### config.mk
export PLATFORM = sky130hd
export DESIGN_NAME = instruction_pointer_ras
export DESIGN_NICKNAME = d
export VERILOG_FILES = /design/src/rtl/instruction_pointer_ras_pkg.sv /design/src/rtl/instruction_pointer_ras_return_address_stack.sv /design/src/rtl/instruction_pointer_ras.sv
export SDC_FILE = /design/constraint.sdc
export NUM_CORES = 1
export LEC_CHECK = 0
export BUFFER_PORTS_ARGS = -buffer_cell sky130_fd_sc_hd__buf_2
export CORE_MARGIN = 2
export CORE_UTILIZATION = 42
export DETAILED_ROUTE_END_ITERATION = 12
export PLACE_DENSITY_LB_ADDON = 0.15
export SYNTH_ARGS = -nofsm -noshare
export SYNTH_HDL_FRONTEND = slang
export SYNTH_HIERARCHICAL = 1
export SYNTH_SLANG_ARGS = --single-unit
export TNS_END_PERCENT = 30
### constraint.sdc
create_clock -name i_Clock -period 4 [get_ports i_Clock]
set_input_delay 0.6 -clock i_Clock [delete_from_list [all_inputs] [get_ports i_Clock]]
set_output_delay 0.6 -clock i_Clock [all_outputs]
set_load 0.02 [all_outputs]
### src/rtl/instruction_pointer_ras_pkg.sv
// Shared types and helpers for the fetch instruction pointer and its
// return-address stack.
package ip_pkg;

  // Fetch stride selected by i_Stride: compressed (2 bytes) or full (4 bytes).
  typedef enum logic {
    STRIDE_2 = 1'b0,
    STRIDE_4 = 1'b1
  } stride_t;

  // Source of the next instruction pointer, listed highest priority first.
  typedef enum logic [2:0] {
    SRC_RESET,
    SRC_TRAP,
    SRC_REDIRECT,
    SRC_RETURN,
    SRC_HOLD,
    SRC_INCREMENT
  } next_source_t;

  // Byte distance to the next sequential instruction.
  function automatic logic [2:0] stride_bytes(input stride_t stride);
    return (stride == STRIDE_4) ? 3'd4 : 3'd2;
  endfunction

endpackage

### src/rtl/instruction_pointer_ras_return_address_stack.sv
// Circular return-address stack. Push past full overwrites the oldest entry,
// count saturates at the depth, and a pop of an empty stack produces a
// one-cycle underflow pulse instead of moving the pointer.
module return_address_stack
  import ip_pkg::*;
#(
  parameter int unsigned p_Width = 32,
  parameter int unsigned p_Depth = 8
) (
  input  logic                       i_Clock,
  input  logic                       i_Reset,
  input  logic                       i_Push,
  input  logic                       i_Pop,
  input  logic                       i_Replace,
  input  logic [p_Width-1:0]         i_Data,
  output logic [p_Width-1:0]         o_Top,
  output logic [$clog2(p_Depth):0]   o_Count,
  output logic                       o_Underflow
);

  localparam int unsigned PtrWidth   = $clog2(p_Depth);
  localparam int unsigned CountWidth = PtrWidth + 1;

  if (p_Depth < 2 || (p_Depth & (p_Depth - 1)) != 0) begin : g_bad_depth
    $error("return_address_stack: p_Depth must be a power of two and at least 2");
  end

  logic [PtrWidth-1:0]   ptr_q, ptr_d;
  logic [CountWidth-1:0] count_q, count_d;
  logic                  underflow_q, underflow_d;
  logic [p_Width-1:0]    stack_q [p_Depth];

  logic                  wr_en;
  logic [PtrWidth-1:0]   wr_idx;
  logic [PtrWidth-1:0]   top_idx;
  logic                  empty;

  // The pointer addresses the next free slot; the top lives one below it.
  assign top_idx = ptr_q - PtrWidth'(1);
  assign empty   = (count_q == '0);

  // Next pointer/count/underflow and the write port for push or replace.
  always_comb begin
    // NOTE: every output of this block gets a default first so no path can
    // leave one unassigned and infer a latch.
    ptr_d       = ptr_q;
    count_d     = count_q;
    underflow_d = 1'b0;
    wr_en       = 1'b0;
    wr_idx      = ptr_q;
    if (i_Replace && !empty) begin
      wr_en  = 1'b1;
      wr_idx = top_idx;
    end else if (i_Push || i_Replace) begin
      // A replace on an empty stack behaves exactly like a push.
      wr_en  = 1'b1;
      wr_idx = ptr_q;
      ptr_d  = ptr_q + PtrWidth'(1);
      if (count_q != CountWidth'(p_Depth)) begin
        count_d = count_q + CountWidth'(1);
      end
    end else if (i_Pop) begin
      if (empty) begin
        underflow_d = 1'b1;
      end else begin
        ptr_d   = ptr_q - PtrWidth'(1);
        count_d = count_q - CountWidth'(1);
      end
    end
  end

  // Control state register with synchronous reset.
  always_ff @(posedge i_Clock) begin
    // NOTE: state registers use non-blocking assignments so every flop samples
    // pre-edge values regardless of block ordering.
    if (i_Reset) begin
      ptr_q       <= '0;
      count_q     <= '0;
      underflow_q <= 1'b0;
    end else begin
      ptr_q       <= ptr_d;
      count_q     <= count_d;
      underflow_q <= underflow_d;
    end
  end

  // Entry storage write port.
  always_ff @(posedge i_Clock) begin
    // NOTE: the storage array has no reset; entries are only ever read while
    // the count says they are valid, and leaving it unreset keeps it a plain RAM.
    if (wr_en) begin
      stack_q[wr_idx] <= i_Data;
    end
  end

  assign o_Top       = empty ? '0 : stack_q[top_idx];
  assign o_Count     = count_q;
  assign o_Underflow = underflow_q;

endmodule

### src/rtl/instruction_pointer_ras.sv
// Fetch instruction pointer with prioritised next-PC selection and a
// return-address stack for call/return prediction.
module instruction_pointer_ras
  import ip_pkg::*;
#(
  parameter int unsigned               p_AddressWidth = 32,
  parameter logic [p_AddressWidth-1:0] p_ResetAddress = 32'h0040_0000,
  parameter logic [p_AddressWidth-1:0] p_TrapVector   = 32'h0040_0100,
  parameter int unsigned               p_StackDepth   = 8
) (
  input  logic                          i_Clock,
  input  logic                          i_Reset,
  input  logic                          i_Stall,
  input  logic                          i_Stride,
  input  logic                          i_Redirect,
  input  logic [p_AddressWidth-1:0]     i_RedirectAddress,
  input  logic                          i_Trap,
  input  logic                          i_Call,
  input  logic                          i_Return,
  output logic [p_AddressWidth-1:0]     o_Address,
  output logic [p_AddressWidth-1:0]     o_LinkAddress,
  output logic [p_AddressWidth-1:0]     o_PredictedReturn,
  output logic [$clog2(p_StackDepth):0] o_StackCount,
  output logic                          o_Underflow
);

  logic [p_AddressWidth-1:0]     addr_q, addr_d;
  logic [p_AddressWidth-1:0]     link_addr;
  logic [p_AddressWidth-1:0]     ras_top;
  logic [$clog2(p_StackDepth):0] ras_count;
  logic                          ras_empty;
  logic                          ras_enable;
  logic                          ras_push, ras_pop, ras_replace;
  stride_t                       stride;
  next_source_t                  next_src;

  assign stride    = stride_t'(i_Stride);
  assign link_addr = addr_q + p_AddressWidth'(stride_bytes(stride));
  assign ras_empty = (ras_count == '0);

  // Stack traffic only happens on an instruction that actually advances:
  // no stall, no trap, no reset.
  assign ras_enable  = !i_Stall && !i_Trap && !i_Reset;
  assign ras_push    = ras_enable && i_Call && !i_Return;
  assign ras_pop     = ras_enable && i_Return && !i_Call;
  assign ras_replace = ras_enable && i_Call && i_Return;

  return_address_stack #(
    .p_Width (p_AddressWidth),
    .p_Depth (p_StackDepth)
  ) u_ras (
    .i_Clock     (i_Clock),
    .i_Reset     (i_Reset),
    .i_Push      (ras_push),
    .i_Pop       (ras_pop),
    .i_Replace   (ras_replace),
    .i_Data      (link_addr),
    .o_Top       (ras_top),
    .o_Count     (ras_count),
    .o_Underflow (o_Underflow)
  );

  // Priority selection of the next IP source, then the matching address.
  always_comb begin
    next_src = SRC_INCREMENT;
    if (i_Reset) begin
      next_src = SRC_RESET;
    end else if (i_Trap) begin
      next_src = SRC_TRAP;
    end else if (i_Redirect) begin
      next_src = SRC_REDIRECT;
    end else if (i_Return && !ras_empty && !i_Stall) begin
      next_src = SRC_RETURN;
    end else if (i_Stall) begin
      next_src = SRC_HOLD;
    end

    case (next_src)
      SRC_RESET:     addr_d = p_ResetAddress;
      SRC_TRAP:      addr_d = p_TrapVector;
      SRC_REDIRECT:  addr_d = {i_RedirectAddress[p_AddressWidth-1:1], 1'b0};
      SRC_RETURN:    addr_d = ras_top;
      SRC_HOLD:      addr_d = addr_q;
      SRC_INCREMENT: addr_d = link_addr;
      default:       addr_d = addr_q;
    endcase
  end

  // IP register; reset is folded into the selection above so it beats stall.
  always_ff @(posedge i_Clock) begin
    addr_q <= addr_d;
  end

  assign o_Address         = addr_q;
  assign o_LinkAddress     = link_addr;
  assign o_PredictedReturn = ras_top;
  assign o_StackCount      = ras_count;

endmodule

==> flow_metrics.py <==
metrics = {
    "timing": {
        "finalSetupViolCount": 0,
        "fin_tns_setup_ps": 0,
        "fmax_ghz": 0.273,
        "hold_viol": 0,
        "max-slew-margin-rel_pct": 28.8,
        "finalCriticalPeriod_ps": 3670,
        "fin_crit_sh_pct": 91.7,
        "max_slew.worst_pin.slew_ps": 1060,
        "rsz0062_at_grt": "false",
        "skew_ps": 12.2,
        "fin_ws_ps": 333,
        "slew_violations": 0,
    },
    "clock_network": {
        "worstSkewPairLatency_ps": 510,
        "cts_buffer_depth": 3,
        "clockRootBuffer": "clkbuf_16",
        "clock-sinks": 296,
        "cts_hold_buf": 0,
        "numCtsBuffers": 34,
        "htree_num_levels": 2,
        "cts_tree": "yes",
        "post_cts_resized": 0,
        "cts_setup_buffers": 0,
        "clkTransAtPathRegs_ps": 60,
    },
    "final_layout": {
        "final_area_mm2": 0.0154,
        "layout.cells.non_filler": 1402,
        "layout-drive-gt1-share_pct": 34.5,
        "fin_nets": 1026,
        "fill_cells": 2650,
        "final_util_pct": 50.8,
        "areaGrowthSynthToFinish_pct": 19.9,
        "diodes": 0,
        "final_common_cell": "edfxtp_1",
        "final_cell_mix": "288 x edfxtp_1, 139 x buf_2, 96 x nand2_1",
    },
    "setup_path": {
        "crit_type": "reg -> out",
        "ff2ff_setup_slack_ps": 920,
        "reg2reg_from": "u_ras/ptr_q[0]",
        "worstPathArrival_ps": 3070,
        "startpoint_type": "register",
        "reg2regPathDepth": 8,
        "cp_max_fo": 5,
        "critPathLaunch": "o_Address[1]",
        "worstSetupEndpoint": "o_LinkAddress[21]",
        "cp.required_ps": 3400,
        "r2r-end": "u_ras/stack_q[5][22]",
        "crit_path_end_kind": "primary output",
    },
    "place": {
        "dp.cells": 1340,
        "place_hpwl_um": 21100,
        "placed_area_mm2": 0.0144,
        "gp_congestion": 0.739,
        "portBuffers": 139,
        "place_ws_ps": 434,
    },
    "pwr": {
        "power_leakage_nw": 5.53,
        "powerDensity_mw_per_mm2": 466,
        "ir_worst_vdd_uv": 290,
    },
    "synth": {
        "synth_edf_count": 288,
        "synth-compound-area-share_pct": 6.64,
        "synth_xor_area_share_pct": 2.03,
        "synth.mux.area_fraction_pct": 11.9,
        "synthCells": 804,
        "synthDistinctLibCells": 67,
        "syn_nets": 850,
        "yosys.area_share.simple_pct": 8.08,
        "synth-seq-cells": 296,
        "synth-async-reset-ratio_pct": 0,
        "yosysSeqAreaShare_pct": 68.4,
        "yosys_warnings": 6,
        "synth_top_family_by_area": "multiplexers",
        "syn_area_mm2": 0.0129,
        "ys.flop_type": "edfxtp_1",
        "yosys.area_share.adder_pct": 0.641,
        "syn_area_per_cell_um2": 16.0,
    },
    "hold_path": {
        "hold_path_class": "in -> reg",
        "hold_path_depth": 3,
    },
    "routing": {
        "drc": 0,
        "via_count": 7967,
        "drt_wl_total_um": 34600,
        "drt_iter0_drc": 767,
        "dr.pass1.iters": 7,
        "viasPerCell": 5.68,
        "wl_per_cell_um": 24.7,
        "ant_nets": 0,
    },
    "floorplanning": {
        "io_pins": 141,
        "initial_utilization_pct": 42.3,
        "die_x_um": 179,
        "fp.coreArea_mm2": 0.0304,
        "placementRows": 64,
        "dieArea_mm2": 0.0321,
        "die_h_um": 179,
    },
    "grt": {
        "grt-ovfl-total": 0,
        "antenna_found_initial": 0,
        "grt_pass1_vias": 7648,
        "grtUsageTotal_pct": 22.0,
        "grt_max_degree": 67,
        "grt_pass1_wl_um": 50600,
    },
    "job": {
        "maxCapViolCount": 0,
    },
    "outcome": {
        "status": "finished clean",
    },
}
[kinds of logic after synthesis]
group	count (synthesis)
multiplexers	73
AO/OA/AOI/OAI	127
AND/OR/NAND/NOR	212
adder cells (fa/ha/maj)	6
XOR/XNOR	29
buffers and inverters	61
flip-flops	296
[worst max-delay path, stage by stage (launching register included)]
cell	delay (ps)
edfxtp_1	400
ha_1	230
fa_1	250
and4_1	320
buf_4	200
nand4_1	170
nor4_1	440
xor2_1	320
buf_2	230
[Yosys cell counts (3+ instances only)]
master	n	share of area, %
mux4_2	64	11
buf_2	12	0.47
inv_1	9	0.26
nor2b_1	4	0.19
and2_1	7	0.34
a32oi_1	3	0.20
nor3_1	9	0.35
buf_4	5	0.29
ha_1	5	0.49
and3_1	7	0.34
nor2_1	26	0.76
o21ai_0	30	1.2
xor2_1	6	0.41
a22o_1	9	0.61
nor4_1	5	0.24
edfxtp_1	288	67
a31o_2	12	0.82
and4_1	3	0.20
a21oi_1	40	1.6
xnor2_1	22	1.5
a22oi_1	3	0.17
nand4_1	16	0.78
clkbuf_1	30	0.87
nand2_1	97	2.8
or2_2	4	0.19
o21a_1	4	0.23
nand3_1	17	0.66
mux2i_1	6	0.47
or3_1	3	0.15
dfxtp_1	8	1.2
[per-layer routing]
| metal | GRT usage (%) | wire length (um) | vias up |
|---|---|---|---|
| met5 | 0 | 0 | - |
| met4 | 5.21 | 626 | 0 |
| met3 | 3.48 | 2060 | 55 |
| met2 | 35.3 | 16600 | 276 |
| met1 | 31.6 | 15300 | 4098 |
| li1 | - | - | 3538 |
[where the power goes]
| group | internal [W] | leakage [nW] | switching, W |
|---|---|---|---|
| Clock | 0.00175 | 0.514 | 0.00123 |
| Combinational | 0.000253 | 2.24 | 0.000464 |
| Sequential | 0.00346 | 2.78 | 0.0000473 |
[flip-flops by register name (all words and copies together) (netlist names)]
signal and flops:
u_ras/o_Underflow 1, u_ras/stack_q 256, o_Address 32, u_ras/ptr_q 3
u_ras/o_Count 4
[worst min-delay path by stage]
stage                                startpoint        endpoint
after floorplan                  u_ras/ptr_q[1]  u_ras/ptr_q[1]
after global placement           u_ras/ptr_q[1]  u_ras/ptr_q[1]
after detailed placement         u_ras/ptr_q[1]  u_ras/ptr_q[1]
after CTS                 i_RedirectAddress[14]   o_Address[14]
after global routing      i_RedirectAddress[24]   o_Address[24]
final                     i_RedirectAddress[14]   o_Address[14]
[cell type report]
type                       instances  area [um^2]  area share [%]
clock buffer                      43          948            6.14
clock inverter                    19          124           0.802
inverter                          10         37.5           0.243
multi-input combinational        447         3870            25.0
sequential                       296         8810            57.0
tap                              396          495            3.21
timing repair buffer             191         1160            7.52
[through the flow]
step                      hold slack [ps]  power (W)
after global placement                556    0.00429
after floorplan                       510    0.00400
final                                 363    0.00720
after detailed placement              553    0.00429
after CTS                             353    0.00725
after global routing                  356    0.00743
(Power assumes the default switching activity.)
